<file path="src/rtl/pc_stack_unit.sv">
// Purpose : program-counter sequencer with a return-address stack (call/ret), jump and branch redirection.
// Latency : one cycle; strobes sampled on a rising edge are reflected on pc, sp, redirect and flags after that edge.
// Backpress: en=0 stalls the unit, holding all state and ignoring strobes; no valid/ready handshake.
//
// Ports:
//   clk, rst                 - single clock; asynchronous active-high reset
//   en                       - advance enable (low = stall)
//   branch/jump/call/ret     - control-flow strobes, priority ret > call > jump > taken branch
//   br_taken                 - resolved branch condition
//   target                   - destination for jump/branch/call
//   pc                       - registered fetch address
//   redirect                 - one-cycle pulse after pc was loaded from target or stack
//   sp                       - number of stacked return addresses (0..DEPTH)
//   ovf, unf                 - sticky overflow/underflow, cleared only by reset
module pc_stack_unit #(
  parameter int AW    = 19,
  parameter int DEPTH = 8
) (
  input  logic                   clk,
  input  logic                   rst,
  input  logic                   en,
  input  logic                   branch,
  input  logic                   jump,
  input  logic                   call,
  input  logic                   ret,
  input  logic                   br_taken,
  input  logic [AW-1:0]          target,
  output logic [AW-1:0]          pc,
  output logic                   redirect,
  output logic [$clog2(DEPTH):0] sp,
  output logic                   ovf,
  output logic                   unf
);

  localparam int IW  = $clog2(DEPTH);
  localparam int SPW = IW + 1;
  localparam logic [SPW-1:0] SP_FULL = SPW'(DEPTH);

  // Return-address storage; not reset, unreachable while sp=0.
  logic [AW-1:0] stack [DEPTH];

  logic [AW-1:0] pc_seq;
  logic [AW-1:0] tos;
  logic [IW-1:0] wr_idx;
  logic [IW-1:0] rd_idx;
  logic          empty;
  logic          full;

  logic [AW-1:0] next_pc;
  logic          next_redirect;
  logic          do_push;
  logic          do_pop;
  logic          set_ovf;
  logic          set_unf;

  assign pc_seq = pc + AW'(1);          // wraps naturally modulo 2^AW
  assign empty  = (sp == '0);
  assign full   = (sp == SP_FULL);
  // sp < DEPTH whenever a push happens, so the low bits index entry[sp].
  assign wr_idx = sp[IW-1:0];
  assign rd_idx = sp[IW-1:0] - IW'(1);
  assign tos    = stack[rd_idx];

  // Only the highest-priority strobe takes effect; lower ones are masked.
  always_comb begin
    next_pc       = pc_seq;
    next_redirect = 1'b0;
    do_push       = 1'b0;
    do_pop        = 1'b0;
    set_ovf       = 1'b0;
    set_unf       = 1'b0;
    if (ret) begin
      if (!empty) begin
        next_pc       = tos;
        next_redirect = 1'b1;
        do_pop        = 1'b1;
      end else begin
        // Underflow falls through to the sequential path without a redirect.
        set_unf = 1'b1;
      end
    end else if (call) begin
      next_pc       = target;
      next_redirect = 1'b1;
      if (!full) begin
        do_push = 1'b1;
      end else begin
        set_ovf = 1'b1;
      end
    end else if (jump) begin
      next_pc       = target;
      next_redirect = 1'b1;
    end else if (branch && br_taken) begin
      next_pc       = target;
      next_redirect = 1'b1;
    end
  end

  always_ff @(posedge clk or posedge rst) begin
    if (rst) begin
      pc       <= '0;
      sp       <= '0;
      redirect <= 1'b0;
      ovf      <= 1'b0;
      unf      <= 1'b0;
    end else if (en) begin
      pc       <= next_pc;
      redirect <= next_redirect;
      if (do_push) begin
        sp <= sp + SPW'(1);
      end else if (do_pop) begin
        sp <= sp - SPW'(1);
      end
      if (set_ovf) begin
        ovf <= 1'b1;
      end
      if (set_unf) begin
        unf <= 1'b1;
      end
    end else begin
      redirect <= 1'b0;
    end
  end

  // A push during reset is blocked so an in-flight call leaves no trace.
  always_ff @(posedge clk) begin
    if (!rst && en && do_push) begin
      stack[wr_idx] <= pc_seq;
    end
  end

endmodule

</file>
<file path="config.mk">
export PLATFORM = sky130hd
export DESIGN_NAME = pc_stack_unit
export DESIGN_NICKNAME = d
export VERILOG_FILES = /design/src/rtl/pc_stack_unit.sv
export SDC_FILE = /design/constraint.sdc
export NUM_CORES = 1
export LEC_CHECK = 0
export CAP_MARGIN = 30
export CORE_ASPECT_RATIO = 1.5
export CORE_MARGIN = 2
export CORE_UTILIZATION = 45
export DETAILED_ROUTE_END_ITERATION = 7
export PLACE_DENSITY_LB_ADDON = 0.2
export SYNTH_ARGS = -nofsm -noshare
export SYNTH_HDL_FRONTEND = slang
export SYNTH_SLANG_ARGS = --single-unit
export TNS_END_PERCENT = 5
</file>
<file path="constraint.sdc">
create_clock -name clk -period 5.68 [get_ports clk]
set_input_delay 0.568 -clock clk [delete_from_list [all_inputs] [get_ports clk]]
set_output_delay 0.568 -clock clk [all_outputs]
set_load 0.01 [all_outputs]
</file>
======== Yosys cells after proc, flatten, opt, wreduce, memory -nomap -nowiden ========
Memory sizes are Yosys's and may differ from the RTL's.
Cells that the tools add are included.
storage, ports and cells
  register bits ........................... 26
  bits in writable memories ............... 152
  input bits .............................. 27
  output and inout port bits .............. 26
  memories ................................ 1
operators by class
  add/sub/neg operators ................... 4
  equality and inequality tests ........... 1
  muxes and demuxes ....................... 24
  reduce and logical (&&, ||, !) cells .... 9
memories
  memory  depth  bits a word  read ports  clocked after memory_dff  write ports  RTL line  source
  stack   8      19           1           0                         1            40        logic [AW-1:0] stack [DEPTH];
operator list
  kind                                                                count
  19-bit two-way mux                                                  5
  19-bit by 1-bit adder with 19-bit output, second input constant     1
  1-bit two-way mux                                                   17
  4-bit two-way mux                                                   2
  2-bit AND reduction                                                 3
  4-bit by 1-bit adder with 4-bit output, second input constant       1
  4-bit equality test, second input constant                          1
  4-bit zero test                                                     1
  4-bit by 1-bit subtractor with 4-bit output, second input constant  1
  1-bit logical AND                                                   3
  3-bit by 1-bit subtractor with 3-bit output, second input constant  1
  2-bit nonzero test                                                  1
  1-bit zero test                                                     1

======== Depth between registers and ports, before layout ========
Gate-level depths: netlist (run 1).
  depth in word-level cells ............... 7
  depth in mapped cells ................... 12

======== Least setup slack after synthesis (run 1) ========
No wires, ideal clock.
  path kind ............................... reg2reg
  from .................................... reg sp[0]
  to ...................................... mem stack[6][0], enable pin
  arrival ................................. 3.615 ns
  required time ........................... 5.236 ns
  path slack .............................. 1.622 ns
  stages on the path, launching flop included .. 8
  path buffers ............................ 2
  period minus slack after synthesis ...... 4.058 ns
  cell sequence ........................... dfrtp_1 -> buf_2 -> buf_2 -> inv_1 -> ha_1 -> nand3b_1 -> nand2_1 -> nor4_1
between the ends
  cells in the longest elaborated chain, start to end .. 7
RTL lines
  element                                  RTL line  source
  from (decl)                              30        output logic [$clog2(DEPTH):0] sp,
  from (signal assigned)                   109       sp <= sp + SPW'(1);
  from (signal assigned)                   111       sp <= sp - SPW'(1);
  4-bit equality test                      58        assign full = (sp == SP_FULL);
  1-bit two-way mux                        84        if (!full) begin
  1-bit two-way mux                        81        end else if (call) begin
  1-bit two-way mux                        72        if (ret) begin
  1-bit logical AND                        126       if (!rst && en && do_push) begin
  1-bit two-way mux                        126
  1-bit two-way mux (not written as such)  127       stack[wr_idx] <= pc_seq;
  to (decl)                                40
Several ways; a longest one is shown, not always the timed one.

======== Worst setup path after layout (run 1) ========
  from .................................... reg sp[1]
  to ...................................... mem stack[2][5], enable pin
The elaborated chain is that of the path after synthesis.

==> results.json, run 1 <==
{
  "finalWirelength_mm": 18.4,
  "rsz_0062_raised_after_global_routing": "false",
  "fp.dieArea_mm2": 0.0180,
  "clock_latency_ns": 0.43,
  "layout.cells.non_filler": 748,
  "root_buffer": "clkbuf_16",
  "final.setup_skew_ns": 0.0126,
  "post_layout_minimum_cycle_time_ns": 3.22,
  "final-hold-violation-count": 0,
  "clkTransAtPathRegs_ns": 0.07,
  "synth_nets": 493,
  "number_of_global_route_vias_before_repair": 4700,
  "netlist.area_leader.share_pct": 59.9,
  "setup_ws_ns": 2.46,
  "htree_num_levels": 4,
  "num_rows": 58,
  "post_synth_most_frequent_cells": "edfxtp_1 (152), nand2_1 (42), mux4_2 (33)",
  "avgRoutedWirePerCell_um": 24.7,
  "place.detailed.hpwl_mm": 11.4,
  "synth.top_cells.by_area": "edfxtp_1 (60%), mux4_2 (9.8%), dfrtp_1 (8.5%)",
  "synth_area_mm2": 0.00761,
  "grt_pass1_wl_mm": 27.8,
  "grt.overflow.total": 0,
  "dominantRegCellSynth": "edfxtp_1",
  "hold_slack_ns": 0.486,
  "finalSetupViolations": 0,
  "drc": 0,
  "worst_slew_pin_slew_ns": 1.01,
  "timing.critical_path.to_type": "flip-flop",
  "postRouteAntennaNets": 0,
  "yosys.cell_count.top_type": "edfxtp_1",
  "timing.slew.headroom_pct": 32.4,
  "cts_buffers": 17,
  "synthesis.area_per_instance_um2": 16.5,
  "chipHeight_um": 163,
  "cts_post_setup_buffers_inserted": 0,
  "dp_worst_setup_slack_ns": 2.23,
  "cts_tree": "built",
  "yosysSeqAreaShare_pct": 68.5,
  "vias_per_cell": 6.02,
  "ys_seq_elements": 178,
  "post_synth_cell_types": 57,
  "syn2layout_area_growth_pct": 18.3,
  "synth-warning-count": 0,
  "post-route-period-util_pct": 56.7,
  "maxCapViolations": 0,
  "final_nets": 557,
  "cts.hold.buffers_added": 0,
  "register_area_mm2": 0.00522,
  "cts.path.max_buffers": 2,
  "starting_density_of_the_core_pct": 45.6,
  "worstPathArrival_ns": 3.34,
  "largest_area_contributor_in_the_netlist": "edfxtp_1",
  "fillerInstances": 1361,
  "setup_total_negative_slack_ns": 0,
  "cp-start-kind": "flip-flop",
  "drive_gt1_share_pct": 18.0,
  "gp_congestion": 0.826,
  "cellLeakagePower_nw": 3.01,
  "dp.cells": 716,
  "cts_resized": 0,
  "dr.pass1.iters": 5,
  "timing.fmax_mhz": 310,
  "drv_slew": 0,
  "top_level_ports": 53,
  "hp-class": "reg2reg",
  "num_vias": 4505,
  "detail_route.iter0.violations": 420,
  "worst-setup-path-type": "reg2reg",
  "num_antenna_cells": 0,
  "grt.total_usage_pct": 21.8,
  "vdd.ir_drop.worst_uv": 413,
  "die_x_um": 110,
  "antenna_violations_before_repair": 0,
  "run_status": "finished clean",
  "buffer_ports.inserted": 52,
  "synth-edff-count": 152,
  "cp_max_fo": 11,
  "multi_input_comb_area_mm2": 0.00230,
  "core_area_mm2": 0.0167,
  "pin_count_of_the_biggest_net_entering_global_routing": 42,
  "crit_required_ns": 5.80,
  "synth-async-reset-ratio_pct": 14.6,
  "cts.sinks": 178,
  "postSynthCellCount": 461,
  "power.density_mw_per_mm2": 529
}
placed cells by master (no fill, tap or decap), types with 3 or more instances in the layout:
cell,Yosys,routed
a211oi_1,4,4
a21o_1,5,5
a21oi_1,20,20
a221oi_1,6,6
a22o_1,4,4
a22oi_1,3,3
buf_4,0,14
clkbuf_16,0,17
clkdlybuf4s50_1,0,52
clkinvlp_4,0,5
dfrtp_1,26,25
edfxtp_1,152,152
ha_1,4,4
inv_1,10,10
inv_8,0,5
mux2i_1,3,3
mux4_1,4,4
mux4_2,33,33
nand2_1,42,42
nand3_1,14,14
nand4_1,3,3
nor2_1,16,15
nor3_1,6,4
nor3b_2,0,3
o21ai_0,8,8
o2bb2ai_1,4,4
o311ai_0,3,3
o31ai_1,3,3
or3_1,3,3
xnor2_1,16,16
xor2_1,6,6
state kept, by name (all words and copies together), names as in the netlist:
signal,count
stack,152
pc,19
sp,4
ovf,1
redirect,1
unf,1
area by class of cell:
class,instances,share of cell area (%)
Clock buffer,18,4.76
Clock inverter,14,1.37
Inverter,10,0.417
Multi-Input combinational cell,251,25.5
Sequential cell,178,57.9
Tap cell,210,2.92
Timing Repair Buffer,67,7.11
report_power, final:
| part | total (mW) | internal, mW | switching [mW] |
|---|---|---|---|
| logic | 1.74 | 0.784 | 0.954 |
| registers | 1.92 | 1.72 | 0.202 |
| clock network | 1.10 | 0.575 | 0.529 |
| total | 4.76 | 3.08 | 1.68 |
path summary, 6_finish.rpt:
| check | from | to | slack (ns) | cells after the start |
|---|---|---|---|---|
| min in group asynchronous | rst | redirect | 0.52 | 3 |
| worst min register to register | unf | unf | 0.49 | 1 |
| worst max register to register | sp[1] | stack[2][5] | 2.46 | 7 |
| worst min-delay path | unf | unf | 0.49 | 1 |
| worst max-delay path | sp[1] | stack[2][5] | 2.46 | 7 |
| max in group asynchronous | rst | sp[0] | 4.86 | 3 |
critical path, stage by stage (launching register included):
cell      delay [ns]
dfrtp_1         0.59
inv_1           0.18
ha_1            0.33
nand3b_1        0.17
nand2_1         0.11
nor3_1          0.26
nor3b_2         0.87
buf_4           0.38
through the flow:
stage / power (mW) / utilization [%] / cell area [µm²]
after floorplan: 3.06 / - / 7610
after global placement: 3.65 / 50.5 / 8440
after detailed placement: 3.69 / 50.7 / 8460
after CTS: 4.79 / 54.0 / 9010
after global routing: 4.99 / 54.0 / 9010
final: 4.76 / 54.0 / 9010
logic make-up after synthesis:
group / count (synthesis) / synth area share (%)
compound gates: 75 / 6.90
simple gates: 106 / 7.23
fa+ha+maj: 5 / 0.920
flops: 178 / 68.5
xor+xnor: 23 / 2.89
mux: 42 / 11.8
buf+inv: 32 / 1.74
per-layer routing:
metal | track usage (%) | part of all wire [%]
met4 | 7.22 | 2.0
met1 | 28.2 | 40
met5 | 0 | 0
met2 | 36.9 | 53
met3 | 3.91 | 5.0
Note: power is estimated with default switching activity, not from simulation.
==> inputs of run 2 (changes only) <==
==> constraint.sdc (replaced) <==
create_clock -name clk -period 3.3 [get_ports clk]
set_input_delay 0.33 -clock clk [delete_from_list [all_inputs] [get_ports clk]]
set_output_delay 0.33 -clock clk [all_outputs]
set_load 0.01 [all_outputs]
==> results.json, run 2 (synthesized netlist as in run 1, its figures left out) <==
{
  "grt.overflow.total": 0,
  "number_of_global_route_vias_before_repair": 4728,
  "avgRoutedWirePerCell_um": 23.9,
  "pin_count_of_the_biggest_net_entering_global_routing": 42,
  "run_status": "finished clean",
  "cts_tree": "built",
  "cts_post_setup_buffers_inserted": 0,
  "reg_with_most_ffs": "stack",
  "timing.fmax_mhz": 363,
  "layout.cells.non_filler": 751,
  "drc": 0,
  "post-route-period-util_pct": 83.4,
  "cts.path.max_buffers": 2,
  "worstPathArrival_ns": 3.06,
  "final_common_cell": "edfxtp_1",
  "drive_gt1_share_pct": 18.5,
  "buffer_ports.inserted": 52,
  "num_vias": 4446,
  "cellLeakagePower_nw": 3.04,
  "final_nets": 560,
  "hp-class": "in2async",
  "finalSetupViolations": 0,
  "power.density_mw_per_mm2": 911,
  "fin_area_mm2": 0.00904,
  "cp-start-kind": "flip-flop",
  "setup_total_negative_slack_ns": 0,
  "cts.sinks": 178,
  "top_level_ports": 53,
  "placement.cell_area_mm2": 0.00849,
  "dr.pass1.iters": 7,
  "reg.largest.list": "stack (152), pc (19), sp (4)",
  "antenna_violations_before_repair": 0,
  "num_rows": 58,
  "finalWirelength_mm": 17.9,
  "dp.cells": 719,
  "vdd.ir_drop.worst_uv": 816,
  "detail_route.iter0.violations": 282,
  "drv_slew": 0,
  "place.detailed.hpwl_mm": 11.4,
  "timing.slew.headroom_pct": 45.3,
  "starting_density_of_the_core_pct": 45.6,
  "timing.critical_path.to_type": "flip-flop",
  "worst_slew_pin_slew_ns": 0.815,
  "cts_resized": 0,
  "rsz_0062_raised_after_global_routing": "false",
  "post_layout_minimum_cycle_time_ns": 2.75,
  "vias_per_cell": 5.92,
  "final_cell_mix": "edfxtp_1 (152), clkdlybuf4s50_1 (52), nand2_1 (42)",
  "dp_worst_setup_slack_ns": 0.558,
  "grt_pass1_wl_mm": 27.9,
  "die_x_um": 110,
  "final.setup_skew_ns": 0.0135,
  "final-hold-violation-count": 0,
  "setup_ws_ns": 0.547,
  "num_antenna_cells": 0,
  "fillerInstances": 1406,
  "clock_latency_ns": 0.43,
  "core_area_mm2": 0.0167,
  "maxCapViolations": 0,
  "grt.total_usage_pct": 21.8,
  "crit_required_ns": 3.60,
  "syn2layout_area_growth_pct": 18.8,
  "htree_num_levels": 4,
  "gp_congestion": 0.809,
  "postRouteAntennaNets": 0,
  "max_reg_flops": 152,
  "root_buffer": "clkbuf_16",
  "worst-setup-path-type": "reg2reg",
  "cts.hold.buffers_added": 0,
  "chipHeight_um": 163,
  "fp.dieArea_mm2": 0.0180,
  "clkTransAtPathRegs_ns": 0.07,
  "cp_max_fo": 11,
  "cts_buffers": 17
}
==> run 2: critical path, cell delays in order (launching register included) <==
cell	delay, ns
dfrtp_1	0.57
inv_1	0.18
ha_1	0.33
xor2_4	0.48
mux4_1	0.62
nand2_1	0.11
a21oi_1	0.10
a211o_1	0.24
==> run 2: metrics by stage <==
stage	power (mW)	utilization [%]	hold WS, ns
after global routing	8.70	54.2	0.397
after floorplan	5.27	-	0.378
after CTS	8.32	54.2	0.333
after global placement	6.33	50.9	0.480
final	8.24	54.2	0.332
after detailed placement	6.41	50.9	0.490
==> run 2: area by class of cell <==
type / count / area, µm² / share of cell area, %
clock buffer: 18 / 429 / 4.74
clock inverter: 14 / 121 / 1.34
inverter: 10 / 37.5 / 0.415
multi-input combinational: 251 / 2310 / 25.5
sequential: 178 / 5220 / 57.7
tap: 210 / 263 / 2.90
timing repair buffer: 70 / 668 / 7.39
==> run 2: final timing paths <==
path                             from     end  slack [ns]  depth (start not counted)
min in group clk                  ovf     ovf        0.50                          1
worst min register to register    ovf     ovf        0.50                          1
max in group asynchronous         rst  pc[14]        2.66                          3
worst max register to register  sp[1]  pc[14]        0.55                          7
worst min-delay path              rst   sp[2]        0.33                          3
worst max-delay path            sp[1]  pc[14]        0.55                          7
==> run 2: layer usage <==
layer  track usage, %  part of all wire [%]  up-vias
li1                 -                     -     1974
met1             28.6                    39     2312
met2             37.1                    54      137
met3             3.19                   5.3       23
met4             7.27                   1.9        0
met5                0                     0        -
==> run 2: report_power, final <==
part           internal (mW)  switching [mW]  total (mW)
registers               2.96           0.335        3.30
logic                   1.39            1.65        3.05
clock network          0.992           0.903        1.90
total                   5.35            2.89        8.24
